==> config.mk <==
export PLATFORM = sky130hd
export DESIGN_NAME = l1_l2_arbiter
export DESIGN_NICKNAME = d
export VERILOG_FILES = /design/src/rtl/lc3b_types.sv /design/src/rtl/l1_l2_arbiter_control.sv /design/src/rtl/l1_l2_arbiter.sv
export SDC_FILE = /design/constraint.sdc
export NUM_CORES = 1
export LEC_CHECK = 0
export ABC_AREA = 0
export BUFFER_PORTS_ARGS = -buffer_cell sky130_fd_sc_hd__buf_2
export CORE_AREA = 2 2 271 273
export CTS_CLUSTER_SIZE = 28
export DETAILED_ROUTE_END_ITERATION = 8
export DIE_AREA = 0 0 273 275
export PLACE_DENSITY_LB_ADDON = 0.12
export RECOVER_POWER = 50
export SETUP_SLACK_MARGIN = 0.02
export SYNTH_ARGS = -nofsm -noshare
export SYNTH_HDL_FRONTEND = slang
export SYNTH_SLANG_ARGS = --single-unit
==> constraint.sdc <==
create_clock -name clk -period 5.4 [get_ports clk]
set_input_delay 0.27 -clock clk [delete_from_list [all_inputs] [get_ports clk]]
set_output_delay 0.27 -clock clk [all_outputs]
set_load 0.05 [all_outputs]
==> src/rtl/lc3b_types.sv <==
// lc3b_types: shared LC-3b datapath and memory-hierarchy types.
package lc3b_types;
  typedef logic [15:0] lc3b_word;
  typedef logic [127:0] lc3b_cacheline;
  typedef enum logic {ARB_I, ARB_D} lc3b_arb_owner;
endpackage

==> src/rtl/l1_l2_arbiter_control.sv <==
// l1_l2_arbiter_control: grant FSM with round-robin tie-break between the L1 sides.
module l1_l2_arbiter_control
  import lc3b_types::*;
(
  input  logic clk,
  input  logic reset,
  input  logic i_req,
  input  logic d_req,
  input  logic l2_resp,
  output logic grant_i,
  output logic grant_d,
  output logic capture,
  output logic serve_i,
  output logic serve_d
);
  typedef enum logic [1:0] {IDLE, SERVE_I, SERVE_D} state_t;
  state_t        state_q, state_d;
  lc3b_arb_owner last_grant_q, last_grant_d;
  always_ff @(posedge clk or posedge reset)
    if (reset) begin
      state_q      <= IDLE;
      last_grant_q <= ARB_I;
    end else begin
      state_q      <= state_d;
      last_grant_q <= last_grant_d;
    end
  // D wins a tie only when I was the last side served.
  always_comb begin
    serve_i      = state_q == SERVE_I;
    serve_d      = state_q == SERVE_D;
    grant_d      = state_q == IDLE && d_req && (!i_req || last_grant_q == ARB_I);
    grant_i      = state_q == IDLE && i_req && !grant_d;
    state_d      = grant_d ? SERVE_D : grant_i ? SERVE_I : state_q;
    last_grant_d = last_grant_q;
    if ((serve_i || serve_d) && l2_resp) begin
      state_d      = IDLE;
      last_grant_d = serve_i ? ARB_I : ARB_D;
    end
  end
  assign capture = grant_i | grant_d;
endmodule

==> src/rtl/l1_l2_arbiter.sv <==
// l1_l2_arbiter: serialises I/D L1 line requests onto the single L2 port.
module l1_l2_arbiter
  import lc3b_types::*;
(
  input  logic          clk,
  input  logic          reset,
  input  logic          i_read,
  input  lc3b_word      i_address,
  output lc3b_cacheline i_rdata,
  output logic          i_resp,
  input  logic          d_read,
  input  logic          d_write,
  input  lc3b_word      d_address,
  input  lc3b_cacheline d_wdata,
  output lc3b_cacheline d_rdata,
  output logic          d_resp,
  output logic          l2_read,
  output logic          l2_write,
  output lc3b_word      l2_address,
  output lc3b_cacheline l2_wdata,
  input  lc3b_cacheline l2_rdata,
  input  logic          l2_resp
);
  logic          grant_i, grant_d, capture, serve_i, serve_d;
  lc3b_word      addr_q, addr_d;
  lc3b_cacheline wdata_q, wdata_d;
  logic          write_q, write_d;
  l1_l2_arbiter_control u_control (
    .clk     (clk),
    .reset   (reset),
    .i_req   (i_read),
    .d_req   (d_read | d_write),
    .l2_resp (l2_resp),
    .grant_i (grant_i),
    .grant_d (grant_d),
    .capture (capture),
    .serve_i (serve_i),
    .serve_d (serve_d)
  );
  always_ff @(posedge clk or posedge reset)
    if (reset) begin
      addr_q  <= '0;
      wdata_q <= '0;
      write_q <= 1'b0;
    end else begin
      addr_q  <= addr_d;
      wdata_q <= wdata_d;
      write_q <= write_d;
    end
  // d_read with d_write resolves to a write.
  always_comb begin
    addr_d  = capture ? (grant_d ? d_address : i_address) : addr_q;
    write_d = capture ? (grant_d & d_write) : write_q;
    wdata_d = (grant_d && d_write) ? d_wdata : wdata_q;
  end
  assign l2_read    = (serve_i | serve_d) & ~write_q;
  assign l2_write   = (serve_i | serve_d) & write_q;
  assign l2_address = addr_q;
  assign l2_wdata   = wdata_q;
  assign i_resp     = serve_i & l2_resp;
  assign d_resp     = serve_d & l2_resp;
  assign i_rdata    = l2_rdata;
  assign d_rdata    = l2_rdata;
endmodule

* Yosys cells after proc, flatten, opt, wreduce, memory -nomap -nowiden *
Index checks and enable logic that the tools add are counted.

word-level totals
  register bits after elaboration = 148
  input port bits = 294
  output and inout bits = 404
  logic and storage cells = 34

cells by class
  eq/ne operators = 2
  muxes and demuxes = 5
  bitwise gates (word level) = 10
  reductions and logical operators = 12

operator list
  operator                                       number
  two-way mux 16 bit                             1
  logical AND 1 bit                              6
  two-way mux 2 bit                              3
  bitwise AND 1 bit                              5
  bitwise OR 1 bit                               3
  nonzero test 3 bit                             1
  == test 2 x 1 -> 1 bit, second input constant  1
  == test 2 bit, second input constant           1
  logical NOT 1 bit                              2
  logical NOT 2 bit                              1
  logical OR 1 bit                               2
  NOT 1 bit                                      2
  two-way mux 1 bit                              1

* Longest topological paths before layout *
  depth after elaboration = 8
  gate-level depth with buffers = 7
  mapped depth without buffers = 5

* Cells and area by module *
From an unflattened synthesis, not the netlist that was laid out.

second synthesis, totals
  cell total of the unflattened synthesis = 629
  area total of the unflattened synthesis = 8191.6 um^2

modules (own cells, without submodules)
  module                 times used  cells an instance  area each (um^2)  seq. area each (um^2)
  l1_l2_arbiter          1           608                7985.2            3628.5
  l1_l2_arbiter_control  1           21                 206.4             75.1

* Worst setup path after synthesis *
OpenSTA, ideal clock, no wires.

  kind = flip-flop to output port
  start = reg u_control.state_q[1]
  end = out l2_read
  arrival = 1.442 ns
  required time = 5.130 ns
  setup slack = 3.688 ns
  cell stages (with the launch flop) = 4
  buffers on the path = 0
  cell sequence = dfrtp_1 > inv_1 > ha_1 > nor2b_1

between the ends
  cells in the longest elaborated chain, start to end = 3
  elaborated cells on any way between the ends = 4
  those cells by class = eq/ne: 2; bitwise: 2

ends and longest elaborated chain
  what                                                            RTL line                                                  RTL
  start, declared                                                 l1_l2_arbiter_control.sv:17                               state_t state_q, state_d;
  start signal, assigned                                          l1_l2_arbiter_control.sv:24                               state_q <= state_d;
  == test 2 x 1 -> 1 bit / == test 2 bit (equally long branches)  l1_l2_arbiter_control.sv:29, l1_l2_arbiter_control.sv:30
  bitwise OR 1 bit (*)                                            l1_l2_arbiter.sv:56                                       assign l2_read = (serve_i | serve_d) & ~write_q;
  bitwise AND 1 bit (*)                                           l1_l2_arbiter.sv:56
  end, declared                                                   l1_l2_arbiter.sv:17                                       output logic l2_read,

Mark *: on every way between the ends. The rest lies on a longest branch, timed or not.

* Final worst setup path *
  start = reg u_control.state_q[0]
  end = reg wdata_q[14], in the netlist l2_wdata[14]

between the ends
  cells in the longest elaborated chain, start to end = 4

ends and longest elaborated chain
  what                             RTL line                     RTL
  logical NOT 2 bit                l1_l2_arbiter_control.sv:31  grant_d = state_q == IDLE && d_req && (!i_req || last_grant_q == ARB_I);
  logical AND 1 bit (2 in series)  l1_l2_arbiter_control.sv:31
  logical AND 1 bit                l1_l2_arbiter.sv:54          wdata_d = (grant_d && d_write) ? d_wdata : wdata_q;
  end signal, assigned             l1_l2_arbiter.sv:47          wdata_q <= wdata_d;
  end, declared                    l1_l2_arbiter.sv:26          lc3b_cacheline wdata_q, wdata_d;

No other way between the ends.
A chain may end at the register's enable or synchronous reset.

==> qor.csv <==
metric,value,unit
synthMuxAreaShare,22.6,%
compound_gate_fraction_of_synth_area,2.80,%
timing_max_transition_violations_final,46,
gpl.final_weighted_congestion,0.648,
core_region_area,72300,µm²
std_cell_rows,99,
layoutNonFillerInstCount,1779,
initialDrtViolationCount,144,
place.port_buffers,313,
crit_slowest_cell,nand2_8,
timing.final.crit_period,3.23,ns
start_util,11.1,%
synth.ff_latch_count,148,
design.die.area,75100,µm²
total_via_count_after_detailed_routing,4905,
postSynthNetCount,906,
final_util,14.8,%
multi_input_comb_area,2250,µm²
netlist-cell-type-count,24,
power.ir.vdd_worst,249,µV
setup.reg_to_reg.worst_slack,2.17,ns
die_height,275,µm
crit_arrival,3.58,ns
worst_setup_hold_path_clk_slew,0.08,ns
total_leakage_power,5.02,nW
crit_end_category,register,
grt_antenna_before_repair,1,
crit_path_start_kind,register,
maxClockFrequency,310,MHz
drc,0,
slowest_delay,0.64,ns
grt_first_pass_wirelength,36.3,mm
cts_resized,0,
finalSetupViolCount,0,
post_synth_xor_area_fraction,0,%
cpLargestDelayFamily,buffers and inverters,
period_share,59.8,%
unrepaired_setup_endpoints_after_global_routing,false,
worst_skew_pair_later_pin_latency,0.48,ns
post_synth_fa_ha_maj_area_fraction,0.466,%
synth_seq_area_share,46.0,%
global_route.overflow_total,0,
floorplan.die.width,273,µm
first_global_vias,5411,
critical_path.n_buffers_inverters,2,
cts_htree_levels,4,
post_synth_inst_count,609,
yosys.area_share.simple,1.94,%
drt-pass1-iter-count,4,
worst_hold_path_type,in -> reg,
type_of_the_worst_setup_path,reg -> reg,
synthDominantAreaCellType,dfrtp_1,
outcome,"finished, violations left",
mostFrequentLayoutCells,"buf_2 (265), dfrtp_1 (148), dlygate4sd3_1 (138)",
slew-limit-headroom,-74.5,%
route.final.wire_length,25.8,mm
powerDensity,696,nW/µm²
boundaryPins,698,
grt_start_max_net_pins,104,
main_combinational_cell_family_by_area_after_synthesis,buffers and inverters,
finalNetCount,1104,
layout_commonest_cell,buf_2,
grt_use_total,6.78,%
post_synth_top_area_share,46.0,%
post_drt_via_cell_ratio,2.76,
final_antenna_net_count,0,
avg_inst_size_synth,13.2,µm²
yosysWarningCount,0,
routedWlPerCell,14.5,µm
violations,"capacitance limit, slew limit",
number_of_inserted_filler_cells_in_the_final_layout,8179,
mappedNetlistArea,8050,µm²
cts.root.buffer_cell,clkbuf_16,
tritoncts.num_buffers,17,
required_time_worst_endpoint,5.75,ns
place.detailed.instances,1609,
sequential_cell_area_in_the_final_layout,3700,µm²
tritoncts,built,
worst-slew-pin-transition,2.60,ns
setup_tns,0,ns
cts_buffer_depth,2,
postLayoutSetupSlackWorst,2.17,ns
crit_fanout,93,
critical_path_cell_sequence,inv_1 > ha_1 > a21boi_4 > nand2_8 > buf_4 > mux2_4,
max_cap_viol_count,1,
synth_top_cells_by_area,"dfrtp_1 (46%), buf_4 (24%), mux2_4 (19%), mux2_2 (3.8%), a221o_1 (2.0%)",
final-hold-violation-count,0,
layout-drive-gt1-share,52.3,%
area.growth.synth_to_final,32.8,%
place_ws,2.17,ns
num_antenna_cells,0,
worst_clock_skew,0.0127,ns
hpwl,17.7,mm
clkSinkCount,148,
[final cells by class]
class,instances,share of cell area (%)
sequential,148,34.6
timing repair buffer,454,27.3
multi-input combinational,182,21.0
tap,959,11.2
clock buffer,21,4.31
clock inverter,11,1.31
inverter,4,0.152
[logic make-up after synthesis]
family,after synthesis
AO/OA/AOI/OAI,24
adder cells (fa/ha/maj),3
buffers and inverters,279
flip-flops,148
multiplexers,128
AND/OR/NAND/NOR,27
[synthesized netlist by cell type]
cell and n:
a21boi_4 1, a21oi_1 1, a21oi_2 1, a221o_1 16, a222oi_1 1, a22oi_1 1, and2_1 3, and3_1 16
buf_2 3, buf_4 257, buf_6 13, clkbuf_1 2, dfrtp_1 148, ha_1 3, inv_1 4, mux2_1 1
mux2_2 27, mux2_4 100, nand2_1 5, nand2_2 1, nor2b_1 1, o21ai_0 2, o21ai_1 1, or2_1 1
[sequential cells by signal, summed over array words and instances, names as in the netlist]
signal and count:
l2_address 16, l2_wdata 128, u_control.last_grant_q 1, u_control.state_q 2, write_q 1
[where the power goes]
part	internal (W)	switching (W)
combinational	0.00132	0.00284
sequential	0.00168	0.000300
clock	0.000717	0.000586
[per-layer routing]
layer / part of all wire, % / vias up / track usage, % / routed length [µm]
li1: - / 2175 / - / -
met1: 37 / 2305 / 6.93 / 9570
met2: 46 / 338 / 10.4 / 12000
met3: 12 / 83 / 4.27 / 3100
met4: 4.2 / 4 / 4.23 / 1080
met5: 0.24 / - / 0.564 / 63
[repair_timing]
action,4_1_cts,5_1_grt
hold endpoints to repair,182,0
hold buffers,138,0
buffers inserted,0,0
[path summary, 6_finish.rpt]
| check | startpoint | to | depth (start not counted) |
|---|---|---|---|
| setup / recovery | u_control.state_q[0] | l2_wdata[14] | 6 |
| hold / removal | d_wdata[29] | l2_wdata[29] | 2 |
| setup reg to reg | u_control.state_q[0] | l2_wdata[14] | 6 |
| hold reg to reg | l2_wdata[42] | l2_wdata[42] | 1 |
| max in group asynchronous | reset | l2_wdata[68] | 4 |
| min in group asynchronous | reset | l2_address[8] | 3 |
[stage by stage]
step           instance area (µm²)  hold WS, ns  power (W)
3_5_place_dp                  8770        0.380    0.00618
2_1_floorplan                 8050        0.361    0.00570
4_1_cts                      10800      0.00265    0.00766
3_3_place_gp                  8770        0.380    0.00621
5_1_grt                      10700       0.0150    0.00786
6_report                     10700       0.0509    0.00744
[worst register-to-register path: cells and delay by family (launching register included)]
| family | cells | cell delay [ns] |
|---|---|---|
| buffers and inverters | 2 | 0.87 |
| multiplexers | 1 | 0.43 |
| AO/OA/AOI/OAI | 1 | 0.57 |
| adder cells (fa/ha/maj) | 1 | 0.21 |
| AND/OR/NAND/NOR | 1 | 0.65 |
| flip-flops | 1 | 0.39 |
Note: power is estimated with default switching activity, not from simulation.
